File: src/rtl/cla_pipe.sv
// cla_pipe: pipelined carry-lookahead adder/subtractor.
// Built from 4-bit lookahead groups, with a register after every GRP_PER_STAGE groups.
// Operands are skewed on entry and sums de-skewed on exit.
// One global stall (adv) freezes or advances the whole pipeline.
module cla_pipe #(
    parameter int unsigned WIDTH         = 16,
    parameter int unsigned GRP_PER_STAGE = 1
) (
    input  logic             i_clk,
    input  logic             i_rst,
    input  logic             i_valid,
    output logic             o_ready,
    input  logic [WIDTH-1:0] i_a,
    input  logic [WIDTH-1:0] i_b,
    input  logic             i_c,
    input  logic             i_sub,
    output logic             o_valid,
    input  logic             i_ready,
    output logic [WIDTH-1:0] o_s,
    output logic             o_c,
    output logic             o_ovf
);

    localparam int unsigned SLICE  = 4 * GRP_PER_STAGE;
    localparam int unsigned STAGES = WIDTH / SLICE;

    if (GRP_PER_STAGE < 1 || WIDTH < 4 || (WIDTH % SLICE) != 0) begin : g_bad_params
        $error("cla_pipe: WIDTH must be a non-zero multiple of 4*GRP_PER_STAGE");
    end

    typedef struct packed {
        logic [3:0] s;
        logic       co;
        logic       c3;
    } grp_t;

    // One 4-bit lookahead group; c3 is the carry into the group's top bit.
    function automatic grp_t cla4(input logic [3:0] a, input logic [3:0] b, input logic ci);
        logic [3:0] p;
        logic [3:0] g;
        logic [3:0] c;
        logic       gg;
        logic       pp;
        grp_t       r;
        p    = a ^ b;
        g    = a & b;
        c[0] = ci;
        c[1] = g[0] | (p[0] & ci);
        c[2] = g[1] | (p[1] & g[0]) | (p[1] & p[0] & ci);
        c[3] = g[2] | (p[2] & g[1]) | (p[2] & p[1] & g[0]) | (p[2] & p[1] & p[0] & ci);
        gg   = g[3] | (p[3] & (g[2] | (p[2] & (g[1] | (p[1] & g[0])))));
        pp   = &p;
        r.s  = p ^ c;
        r.co = gg | (pp & ci);
        r.c3 = c[3];
        return r;
    endfunction

    logic             adv;
    logic [WIDTH-1:0] b_eff;
    logic             cin;

    // Skew lines: [j][k] holds slice j delayed k+1 cycles.
    logic [SLICE-1:0] a_dly_q [STAGES][STAGES];
    logic [SLICE-1:0] a_dly_d [STAGES][STAGES];
    logic [SLICE-1:0] b_dly_q [STAGES][STAGES];
    logic [SLICE-1:0] b_dly_d [STAGES][STAGES];
    logic [SLICE-1:0] s_dly_q [STAGES][STAGES];
    logic [SLICE-1:0] s_dly_d [STAGES][STAGES];

    logic [STAGES-1:0] vld_q, vld_d;
    logic [STAGES-1:0] cry_q, cry_d;
    logic              ovf_q, ovf_d;

    logic [SLICE-1:0]  st_s [STAGES];
    logic [STAGES-1:0] st_co;
    logic              top_c3;

    assign b_eff = i_b ^ {WIDTH{i_sub}};
    assign cin   = i_c ^ i_sub;
    assign adv   = ~vld_q[STAGES-1] | i_ready;

    for (genvar j = 0; j < STAGES; j++) begin : g_stage
        logic [SLICE-1:0]       op_a;
        logic [SLICE-1:0]       op_b;
        logic [SLICE-1:0]       sum;
        logic                   ci;
        logic [GRP_PER_STAGE:0] gc;
        logic                   c3;

        if (j == 0) begin : g_entry
            assign op_a = i_a[SLICE-1:0];
            assign op_b = b_eff[SLICE-1:0];
            assign ci   = cin;
        end else begin : g_skewed
            assign op_a = a_dly_q[j][j-1];
            assign op_b = b_dly_q[j][j-1];
            assign ci   = cry_q[j-1];
        end

        // Groups inside one stage ripple their carries combinationally.
        always_comb begin
            grp_t r;
            r     = '0;
            sum   = '0;
            gc    = '0;
            c3    = 1'b0;
            gc[0] = ci;
            for (int k = 0; k < int'(GRP_PER_STAGE); k++) begin
                r             = cla4(op_a[4*k +: 4], op_b[4*k +: 4], gc[k]);
                sum[4*k +: 4] = r.s;
                gc[k+1]       = r.co;
                c3            = r.c3;
            end
        end

        assign st_s[j]  = sum;
        assign st_co[j] = gc[GRP_PER_STAGE];

        if (j == STAGES - 1) begin : g_top
            assign top_c3 = c3;
        end

        assign o_s[j*SLICE +: SLICE] = s_dly_q[j][STAGES-1-j];
    end

    // Next state for skew lines, valid chain, stage carries and overflow.
    always_comb begin
        a_dly_d = a_dly_q;
        b_dly_d = b_dly_q;
        s_dly_d = s_dly_q;
        vld_d   = vld_q;
        for (int j = 0; j < int'(STAGES); j++) begin
            a_dly_d[j][0] = i_a[j*SLICE +: SLICE];
            b_dly_d[j][0] = b_eff[j*SLICE +: SLICE];
            s_dly_d[j][0] = st_s[j];
            for (int k = 1; k < int'(STAGES); k++) begin
                a_dly_d[j][k] = a_dly_q[j][k-1];
                b_dly_d[j][k] = b_dly_q[j][k-1];
                s_dly_d[j][k] = s_dly_q[j][k-1];
            end
        end
        vld_d[0] = i_valid;
        for (int k = 1; k < int'(STAGES); k++) begin
            vld_d[k] = vld_q[k-1];
        end
        cry_d = st_co;
        ovf_d = top_c3 ^ st_co[STAGES-1];
    end

    // Whole pipeline shifts together on adv, holds otherwise.
    always_ff @(posedge i_clk) begin
        if (i_rst) begin
            for (int j = 0; j < int'(STAGES); j++) begin
                for (int k = 0; k < int'(STAGES); k++) begin
                    a_dly_q[j][k] <= '0;
                    b_dly_q[j][k] <= '0;
                    s_dly_q[j][k] <= '0;
                end
            end
            vld_q <= '0;
            cry_q <= '0;
            ovf_q <= 1'b0;
        end else if (adv) begin
            a_dly_q <= a_dly_d;
            b_dly_q <= b_dly_d;
            s_dly_q <= s_dly_d;
            vld_q   <= vld_d;
            cry_q   <= cry_d;
            ovf_q   <= ovf_d;
        end
    end

    assign o_ready = adv;
    assign o_valid = vld_q[STAGES-1];
    assign o_c     = cry_q[STAGES-1];
    assign o_ovf   = ovf_q;

endmodule

File: config.mk
export PLATFORM = sky130hd
export DESIGN_NAME = cla_pipe
export DESIGN_NICKNAME = d
export VERILOG_FILES = /design/src/rtl/cla_pipe.sv
export SDC_FILE = /design/constraint.sdc
export NUM_CORES = 1
export LEC_CHECK = 0
export BUFFER_PORTS_ARGS = -buffer_cell sky130_fd_sc_hd__buf_2
export CORE_MARGIN = 2
export CORE_UTILIZATION = 51
export DETAILED_ROUTE_END_ITERATION = 12
export PLACE_DENSITY_LB_ADDON = 0.2
export SYNTH_ARGS = -nofsm -noshare
export SYNTH_HDL_FRONTEND = slang
export SYNTH_SLANG_ARGS = --single-unit
File: constraint.sdc
create_clock -name i_clk -period 2 [get_ports i_clk]
set_clock_uncertainty 0.15 [all_clocks]
set_input_delay 0.2 -clock i_clk [delete_from_list [all_inputs] [get_ports i_clk]]
set_output_delay 0.2 -clock i_clk [all_outputs]
set_load 0.03 [all_outputs]
### Word level (Yosys, flattened, before mapping)

Index checks and enable logic that the tools add are counted.

| word-level totals | value |
|---|---|
| flip-flop bits (word level) | 97 |
| logic and storage cells | 130 |
| input bits | 38 |

| operators by class | value |
|---|---|
| reductions and logical operators | 4 |
| bitwise gates (word level) | 101 |

Operators by type and width:

| cell | number |
|---|---|
| 1-bit bitwise AND | 48 |
| 1-bit OR | 37 |
| 4-bit bitwise XOR | 8 |
| 4-bit bitwise AND | 4 |
| 4-bit AND reduction | 4 |
| 16-bit bitwise XOR | 1 |
| 1-bit bitwise XOR | 2 |
| 1-bit inverter | 1 |

### Longest topological paths before layout

Gate-level depths: netlist (run 1).

| logic depth | value |
|---|---|
| depth in word-level cells | 9 |
| gate-level depth with buffers | 8 |

### Worst setup path after synthesis (run 1)

OpenSTA, ideal clock, no wires.

| path | value |
|---|---|
| path kind | input -> register |
| start | in i_sub |
| end | reg s_dly_q, in the netlist s_dly_d[59] |
| cell stages on the path | 8 |
| setup time | 0.117 ns |
| data arrival time | 1.901 ns |
| path slack | -0.168 ns |
| cells stage by stage | buf_6 > buf_2 > xor2_1 > ha_1 > a21oi_1 > o22ai_2 > or3_1 > a32o_1 |

| between the ends | value |
|---|---|
| word-level cells in the longest chain between the ends | 7 |

RTL lines:

| element | RTL line | text |
|---|---|---|
| from (decl) | 16 | `input logic i_sub,` |
| 16-bit bitwise XOR | 79 | `assign b_eff = i_b ^ {WIDTH{i_sub}};` |
| 4-bit bitwise XOR or 4-bit bitwise AND (tied branches) | 45, 46 |  |
| 1-bit bitwise AND | 50 | `c[3] = g[2] \| (p[2] & g[1]) \| (p[2] & p[1] & g[0]) \| (p[2] & p[1] & p[0] & ci);` |
| 1-bit OR or 1-bit bitwise AND (tied branches) (2 in series) | 50 |  |
| 1-bit OR | 50 |  |
| 4-bit bitwise XOR * | 53 | `r.s = p ^ c;` |
| to (signal assigned) | 167 | `s_dly_q <= s_dly_d;` |
| to (decl) | 68 | `logic [SLICE-1:0] s_dly_q [STAGES][STAGES];` |

Every way passes the cells marked *; elsewhere a longest branch is shown, timed or not.
A chain may end at the register's enable or synchronous reset.

### Worst setup path after layout (run 1)

| path | value |
|---|---|
| start | reg a_dly_q, in the netlist g_stage[3].op_a[0] |
| end | reg cry_q[3] |

| between the ends | value |
|---|---|
| word-level cells in the longest chain between the ends | 8 |

RTL lines:

| element | RTL line | text |
|---|---|---|
| from (decl) | 64 | `logic [SLICE-1:0] a_dly_q [STAGES][STAGES];` |
| from (signal assigned) | 165 | `a_dly_q <= a_dly_d;` |
| 4-bit bitwise AND | 46 | `g = a & b;` |
| 1-bit bitwise AND | 51 | `gg = g[3] \| (p[3] & (g[2] \| (p[2] & (g[1] \| (p[1] & g[0])))));` |
| 1-bit OR | 51 |  |
| 1-bit bitwise AND | 51 |  |
| 1-bit OR | 51 |  |
| 1-bit bitwise AND | 51 |  |
| 1-bit OR | 51 |  |
| 1-bit OR * | 54 | `r.co = gg \| (pp & ci);` |
| to (signal assigned) | 169 | `cry_q <= cry_d;` |
| to (decl) | 72 | `logic [STAGES-1:0] cry_q, cry_d;` |

Marks and branches as above.

==> reports/qor.txt, run 1 <==
M3 GR Usage - 4.093%
Seq/Total Area, Yosys - 46.73%
synth unique cells - 36
Initial Util - 53.22%
PwrDens - 845.4 mW/mm^2
Clk Latency, worst-skew pair - 370 ps
share of layout cells above drive strength 1 - 15.68%
FFs w/ async S/R, synth - 0%
CTS buffer count - 9
R2R Path Start - g_stage[3].op_a[0]
min cycle time layout - 1787 ps
DRT Pass-1 Iters - 4
hold endpoint - b_dly_d[10]
design area - 0.004903 sq mm
FMAX - 559.7 MHz
R2R cell count - 5
die width - 94.27 microns
clock slew at reported path FFs - 90 ps
Max FO, Critical Path - 4
H-tree levels - 3
Post-DP Area - 0.004439 sq mm
Root Buffer - clkbuf_8
met1 usage - 26.01%
CP Capture Type - flip-flop
Crit Path Class - flip-flop to flip-flop
final setup vio count - 0
Mapped Cells - 496
PortBufs - 57
startpoint types - flip-flop
status - complete, no violations
GRT busiest layer - met2
# DRC - 0
LEAKAGE - 2.062 nW
Worst Hold Class - primary input to flip-flop
cell area after synthesis - 0.004155 sq mm
GPL Wtd Cong - 0.7622
Hold Path Depth - 3
clock sinks - 97
Crit Reg-Reg Endpoint - cry_q[3]
worst IR drop on VDD - 0.4173 mV
FP Rows - 32
DP Wirelength - 5373 microns
CP required - 2080 ps
CTS tree - built
# diodes - 0
Iter 0 DRT Violations - 153
worst slack, placed - 28.92 ps
Ports - 58
Fin. Hold Viols - 0
Final nets - 608
initial antenna violation count - 0
Post-synth EDFFs - 0
vias in the first global route - 3015
hold_sp - i_b[14]
WL per Instance - 12.40 microns
grt total ovfl - 0
area grow syn2layout - 18.01%
Max Cap Viol - 0
clk buf depth - 2
Core Region - 0.007807 sq mm
fin worst setup slack - 213.3 ps
Synth warnings - 0
RSZ-0062 raised after global routing - false
Pins Over Slew Limit - 0
global-route wire length before repair - 13760 microns
Via density - 5.097
number of nets with antenna violations after routing - 0
routed vias - 3349
flop2flop setup slack - 210 ps
met2 Use GR - 31.49%
final wirelength - 8149 microns
DIE HEIGHT - 94.27 microns
Max-slew headroom - 60.65%
mean post-synth cell area - 8.377 sq um
Arrival @ worst endpoint - 1870 ps
Total GRT Usage - 19.62%
top_reg_cell synth - dfxtp_1
Final period util - 89.33%
largest net degree at the start of global routing - 67
die area - 0.008886 sq mm
PostCTS Resize Cnt - 0
Synth Register Bits - 97
Post-Syn Nets - 554
Worst Tran Pin Value - 590.2 ps
## worst max-delay path by stage
stage | start | to | slack, ps | depth (start not counted)
4_1_cts | vld_q[3] | o_ready | 180 | 4
6_report | g_stage[3].op_a[0] | cry_q[3] | 210 | 5
3_3_place_gp | i_sub | s_dly_d[59] | 100 | 7
5_1_grt | g_stage[3].op_a[0] | o_s[15] | 50 | 5
3_5_place_dp | i_sub | s_dly_d[59] | 30 | 7
2_1_floorplan | i_sub | s_dly_d[59] | -20 | 8
## per-stage QoR
step / utilization [%] / hold slack [ps] / total power [mW] / TNS [ps] / std cells
4_1_cts: 62.80 / 3.085 / 4.180 / 0 / 657
3_5_place_dp: 56.86 / 292.2 / 2.637 / 0 / 619
6_report: 62.80 / 13.15 / 4.145 / 0 / 657
2_1_floorplan: - / 190.5 / 2.510 / -19.49 / 496
3_3_place_gp: 56.86 / 285.0 / 2.612 / 0 / 619
5_1_grt: 62.80 / 24.42 / 4.335 / 0 / 657
## what timing repair did
item	4_1_cts	5_1_grt
buffers inserted	0	0
hold buffers	22	0
hold endpoints to repair	22	0
## sequential cells by signal (all words and copies together) (netlist names)
register / count
o_s: 16
o_ovf: 1
a_dly_d: 12
b_dly_d: 12
cry_q: 4
s_dly_d: 24
vld_q: 4
g_stage.op_a: 12
g_stage.op_b: 12
## cells by family after synthesis
logic type | share of synthesized area (%)
flops | 46.73
fa+ha+maj | 6.745
simple gates | 18.16
compound gates | 16.50
buf+inv | 6.504
mux | 0.4818
xor+xnor | 4.878
## cells in the final DEF, fill, tap and decap left out, types with 2 or more instances in the layout
cell type,count
a211oi_1,25
a21o_1,3
a21oi_1,69
buf_12,2
buf_2,56
buf_4,9
bufinv_16,3
clkbuf_8,10
clkinv_2,2
dfxtp_1,97
dlygate4sd3_1,22
fa_1,4
ha_1,16
inv_1,6
mux2i_1,2
nand2_1,137
nand3_1,3
nand3b_1,5
nor2_1,29
nor3_1,5
o211ai_1,2
o21ai_0,7
o21ai_1,2
or3_1,5
xnor2_1,16
xor2_1,4
## layout make-up
type,instances,area (sq um)
clock inverters,5,102.6
clock buffers,11,141.4
inverters,7,27.53
repair buffers,89,608.1
fillers,699,2904
multi-input cells,346,1954
flip-flops and latches,97,1942
well taps,102,127.6
## critical path, stage by stage, from the launching register on
cell	delay, ps
dfxtp_1	330
ha_1	310
a211oi_1	310
o21bai_1	210
a211oi_1	270
nor3_1	70
## Yosys cell counts (all sizes together), types with 2 or more instances
master | count | area (sq um)
a211oi | 25 | 187.7
a21o | 3 | 22.52
a21oi | 70 | 350.3
buf | 30 | 183.9
clkbuf | 16 | 60.06
dfxtp | 97 | 1942
fa | 4 | 80.08
ha | 16 | 200.2
inv | 7 | 26.27
mux2i | 2 | 20.02
nand2 | 137 | 514.2
nand3 | 3 | 15.01
nand3b | 5 | 37.54
nor2 | 29 | 108.9
nor3 | 5 | 25.02
o211ai | 2 | 15.01
o21ai | 9 | 45.04
or3 | 5 | 31.28
xnor2 | 17 | 167.7
xor2 | 4 | 35.03
## per-layer routing
layer  up-vias  part of all wire (%)
li1       1757                     -
met5         -                     0
met3         8                   4.3
met2        75                    45
met4         0                   1.2
met1      1509                    49
## power breakdown
group          internal, mW  switching (mW)
clock network         0.863           0.660
logic                 0.238           0.256
registers              2.06          0.0701
Power figures use the tool's default switching activity.
==> run 2: changes to the inputs <==
--- a/config.mk
+++ b/config.mk
@@ -5,9 +5,10 @@
 export SDC_FILE = /design/constraint.sdc
 export NUM_CORES = 1
 export LEC_CHECK = 0
+export ABC_AREA = 1
 export BUFFER_PORTS_ARGS = -buffer_cell sky130_fd_sc_hd__buf_2
 export CORE_MARGIN = 2
-export CORE_UTILIZATION = 51
+export CORE_UTILIZATION = 52
 export DETAILED_ROUTE_END_ITERATION = 12
 export PLACE_DENSITY_LB_ADDON = 0.2
 export SYNTH_ARGS = -nofsm -noshare
==> reports/qor.txt, run 2 <==
startpoint types - primary input
clk buf depth - 2
Total Neg Setup Slack - 0 ps
RSZ-0062 raised after global routing - false
CP Capture Type - flip-flop
Crit Path Class - primary input to flip-flop
Seq/Total Area, Yosys - 45.17%
number of nets with antenna violations after routing - 0
Root Buffer - clkbuf_8
clock sinks - 97
# DRC - 0
Worst path max stage delay - 520 ps
cell accounting for the most synthesized area - dfxtp_1
Final period util - 83.02%
max reg flops - 24
most frequent cells in the layout - nor2_1 (131), dfxtp_1 (97), o21ai_0 (83), buf_2 (57), inv_1 (37)
worst IR drop on VDD - 0.4300 mV
synth top area cells - dfxtp_1 (45%), nor2_1 (11%), o21ai_0 (9.7%)
PwrDens - 809.1 mW/mm^2
Clk Latency, worst-skew pair - 350 ps
global-route wire length before repair - 13500 microns
setup bufs post-CTS - 0
Post-synth EDFFs - 0
synth unique cells - 22
die area - 0.009011 sq mm
LEAKAGE - 2.508 nW
FP Rows - 33
Arrival @ worst endpoint - 1800 ps
# diodes - 0
commonest non-fill, non-tap cell in the layout - nor2_1
Core Util, Final - 60.30%
PostCTS Resize Cnt - 0
CP Cell Sequence - dlygate4sd3_1 -> buf_2 -> inv_2 -> buf_4 -> o21ai_0 -> o21bai_1 -> inv_1
Iter 0 DRT Violations - 146
Synth warnings - 0
area grow syn2layout - 14.09%
mean post-synth cell area - 7.859 sq um
Initial Util - 52.85%
WP buf/inv - 5
Max FO, Critical Path - 26
Max-slew headroom - 60.24%
Worst Tran Pin Value - 596.5 ps
share of layout cells above drive strength 1 - 14.93%
Worst Hold Class - primary input to flip-flop
clock slew at reported path FFs - 80 ps
DRT Pass-1 Iters - 4
Mapped Cells - 547
final setup vio count - 0
top cells by count, synth - nor2_1 (131), dfxtp_1 (97), o21ai_0 (83), inv_1 (37), nand2_1 (35)
FFs w/ async S/R, synth - 0%
DP Wirelength - 5399 microns
CTS tree - built
most common cell in the netlist - nor2_1
grt total ovfl - 0
Yosys top cell area share - 45.17%
largest net degree at the start of global routing - 75
FMAX - 602.2 MHz
Post-Syn Nets - 605
Pins Over Slew Limit - 0
min cycle time layout - 1660 ps
combinational power share - 14.2%
Total GRT Usage - 18.89%
Final nets - 656
H-tree levels - 3
GPL Wtd Cong - 0.8000
Cell Int Power - 2.935 mW
cell area after synthesis - 0.004299 sq mm
DIE HEIGHT - 94.93 microns
Slowest-stage cell, CP - dlygate4sd3_1
top_reg_cell synth - dfxtp_1
Synth Register Bits - 97
CTS buffer count - 9
Max Cap Viol - 0
Core Region - 0.008134 sq mm
routed vias - 3463
die width - 94.93 microns
Via density - 4.891
PortBufs - 57
CP required - 2140 ps
Fin. Hold Viols - 0
CTS Hold Bufs - 19
initial antenna violation count - 0
Ports - 58
WL per Instance - 11.22 microns
fill count - 756
status - complete, no violations
final wirelength - 7945 microns
Flop pwr share - 54.4%
vias in the first global route - 3178
clock power share - 31.4%
sw frac - 26.04%
Psw - 1.033 mW
cell family with most CP delay - buffers and inverters
## run 2: cell count changes in the layout (fill, tap and decap cells not counted), moves of 5 or more
cell and change:
nand3b_1 -5, nand3_1 +15, a211oi_1 -25, o21ai_0 +76
nor2_1 +102, o21bai_1 +5, nand2_1 -102, or3_1 -5
nor3_1 -5, a21oi_1 -38, nand2_2 +5, inv_1 +31
o21ai_1 +8
## run 2: logic make-up after synthesis
group,Yosys count,share of synthesized area (%)
adders and majority gates,20,6.519
and+or+nand+nor,192,17.87
DFF,97,45.17
AOI/OAI and AO/OA,130,15.48
buffers and inverters,85,10.27
xor gates and xnor gates,23,4.686
## run 2: power by group through the flow
stage / Clock [mW] / Combinational (mW) / Sequential, mW
4_1_cts: 1.29 / 0.568 / 2.16
3_5_place_dp: 0 / 0.537 / 2.21
2_1_floorplan: 0 / 0.409 / 2.20
6_report: 1.25 / 0.562 / 2.16
3_3_place_gp: 0 / 0.520 / 2.20
5_1_grt: 1.36 / 0.641 / 2.18
## run 2: cell type report
class,instances,area (sq um),share of cell area [%]
inverters,40,151.4,3.087
well taps,105,131.4,2.679
clock inverters,5,55.05,1.122
repair buffers,85,568.0,11.58
clock buffers,11,141.4,2.883
multi-input cells,365,1916,39.06
flip-flops and latches,97,1942,39.59
## run 2: stage by stage
stage	instance area, sq um	power [mW]	std cells	hold WS, ps	worst slack, ps
final	4905	3.968	708	5.281	339.5
after global routing	4905	4.180	708	4.462	154.6
after CTS	4905	4.019	708	1.278	339.2
after detailed placement	4518	2.743	673	290.8	210.7
after global placement	4518	2.723	673	291.5	309.8
after floorplan	4299	2.606	547	119.1	236.9
## run 2: metal layers
layer | GRT usage [%] | vias up | part of all wire (%)
met1 | 23.71 | 1545 | 48
met5 | 0 | - | 0
li1 | - | 1846 | -
met4 | 6.643 | 0 | 1.8
met2 | 31.62 | 61 | 47
met3 | 4.629 | 11 | 3.3
## run 2: worst register-to-register path, stage by stage, from the launching register on
cell and delay, ps:
dfxtp_1 320, ha_1 360, nand2_1 80, inv_1 50
a21oi_1 200, nand2_1 120, nand2_1 80, nand3_1 70
nand2_1 70, inv_1 30
## run 2: final timing paths
kind / from / to / slack, ps / cells after the start
worst max-delay path: i_rst / cry_q[1] / 340 / 7
worst min-delay path: i_a[12] / a_dly_d[8] / 5 / 3
worst max register to register: g_stage[3].op_a[1] / cry_q[3] / 370 / 9
worst min register to register: vld_q[2] / vld_q[3] / 320 / 2
==> run 3: changes to the inputs <==
==> constraint.sdc (replaced) <==
create_clock -name i_clk -period 1.4 [get_ports i_clk]
set_clock_uncertainty 0.15 [all_clocks]
set_input_delay 0.14 -clock i_clk [delete_from_list [all_inputs] [get_ports i_clk]]
set_output_delay 0.14 -clock i_clk [all_outputs]
set_load 0.03 [all_outputs]
==> reports/qor.txt, run 3 (same netlist as run 2, synthesis figures left out) <==
Crit Reg-Reg Endpoint - o_ovf
flop2flop setup slack - -90 ps
Total Neg Setup Slack - -1082 ps
Via density - 5.112
most frequent cells in the layout - nor2_1 (85), dfxtp_1 (80), o21ai_0 (66), buf_2 (56), inv_1 (35)
failing checks - negative setup slack
H-tree levels - 3
CTS tree - built
Worst Tran Pin Value - 274.0 ps
die area - 0.009011 sq mm
Worst Hold Class - primary input to flip-flop
largest net degree at the start of global routing - 57
Core Util, Final - 75.11%
DRT Pass-1 Iters - 5
Post-DP Area - 0.004805 sq mm
Clk Latency, worst-skew pair - 350 ps
design area - 0.006110 sq mm
Multi-input gate area - 0.002416 sq mm
startpoint types - flip-flop
# DRC - 0
hold slack - 133.6 ps
Fin. Hold Viols - 0
PwrDens - 1023 mW/mm^2
Root Buffer - clkbuf_8
crit path to - o_ovf
vias in the first global route - 3591
Ports - 58
Pins Over Slew Limit - 0
fin worst setup slack - -93.94 ps
final wirelength - 10790 microns
commonest non-fill, non-tap cell in the layout - nor2_1
GPL Wtd Cong - 0.8116
grt total ovfl - 0
max reg flops - 24
FP Rows - 33
Arrival @ worst endpoint - 1640 ps
share of layout cells above drive strength 1 - 37.94%
Critical Path Start - g_stage[3].op_a[1]
initial antenna violation count - 0
Core Region - 0.008134 sq mm
Max FO, Critical Path - 3
min cycle time layout - 1494 ps
global-route wire length before repair - 15810 microns
CP required - 1540 ps
DIE HEIGHT - 94.93 microns
Iter 0 DRT Violations - 189
clock slew at reported path FFs - 90 ps
Total Power - 6.251 mW
clk buf depth - 2
R2R Path Start - g_stage[3].op_a[1]
RSZ-0062 raised after global routing - true
final instance count without filler cells - 756
Initial Util - 52.85%
# diodes - 0
number of nets with antenna violations after routing - 0
Crit Path Class - flip-flop to flip-flop
Max Cap Viol - 0
Hold Path Depth - 4
PortBufs - 57
Cells after DPL - 694
final setup vio count - 38
FMAX - 669.4 MHz
Final period util - 106.7%
worst IR drop on VDD - 0.5625 mV
FF/Latch Area - 0.001963 sq mm
worst slack, placed - -299.0 ps
WL per Instance - 14.27 microns
fill count - 552
CP Capture Type - flip-flop
LEAKAGE - 2.900 nW
status - finished, violations left
die width - 94.93 microns
clock sinks - 97
CTS buffer count - 9
DP Wirelength - 5909 microns
R2R cell count - 9
Max-slew headroom - 81.54%
Final nets - 704
Total GRT Usage - 21.95%
area grow syn2layout - 42.11%
routed vias - 3865
[run 3: area by class of cell]
cell class / count / share of cell area, %
sequential: 97 / 32.13
clock buffer: 11 / 2.314
multi-input combinational: 365 / 39.55
tap: 105 / 2.150
clock inverter: 5 / 1.290
timing repair buffer: 133 / 20.03
inverter: 40 / 2.539
[run 3: routing by layer]
layer | wire length [microns] | share of wire (%) | vias up | track usage, %
li1 | - | - | 1947 | -
met1 | 4686 | 43 | 1829 | 28.39
met2 | 5647 | 52 | 77 | 37.47
met3 | 304 | 2.8 | 12 | 4.150
met4 | 150 | 1.4 | 0 | 6.039
met5 | 0 | 0 | - | 0
[run 3: power by group]
part / total (mW) / switching, mW / internal (mW) / leakage (nW)
sequential: 3.16 / 0.172 / 2.98 / 0.805
clock: 2.00 / 0.948 / 1.05 / 0.113
combinational: 1.09 / 0.565 / 0.528 / 1.98
total: 6.25 / 1.68 / 4.57 / 2.90
[run 3: worst min path at each step]
stage / slack (ps) / to / startpoint
floorplan: 50 / vld_q[3] / i_rst
global placement: 240 / vld_q[0] / i_valid
detailed placement: 250 / a_dly_d[11] / i_a[15]
CTS: 130 / s_dly_d[56] / i_a[0]
global route: 140 / s_dly_d[56] / i_a[0]
finish: 130 / s_dly_d[56] / i_a[0]
[run 3: timing repair]
| item | in CTS | in global routing |
|---|---|---|
| pin swaps | 24 | 24 |
| gates resized for setup | 61 | 116 |
| endpoints found under the setup margin | 21 | 96 |
| hold buffers | 27 | 0 |
| cloned | 1 | 9 |
| hold endpoints to repair | 30 | 0 |
| buffers inserted | 6 | 4 |
[run 3: critical path, cell delays in order (launching register included)]
cell and delay (ps):
dfxtp_2 350, ha_4 260, nand2_2 60, inv_2 50, a21oi_4 160, buf_4 140
nand3_1 60, nand2_1 60, inv_1 40, a21oi_2 110
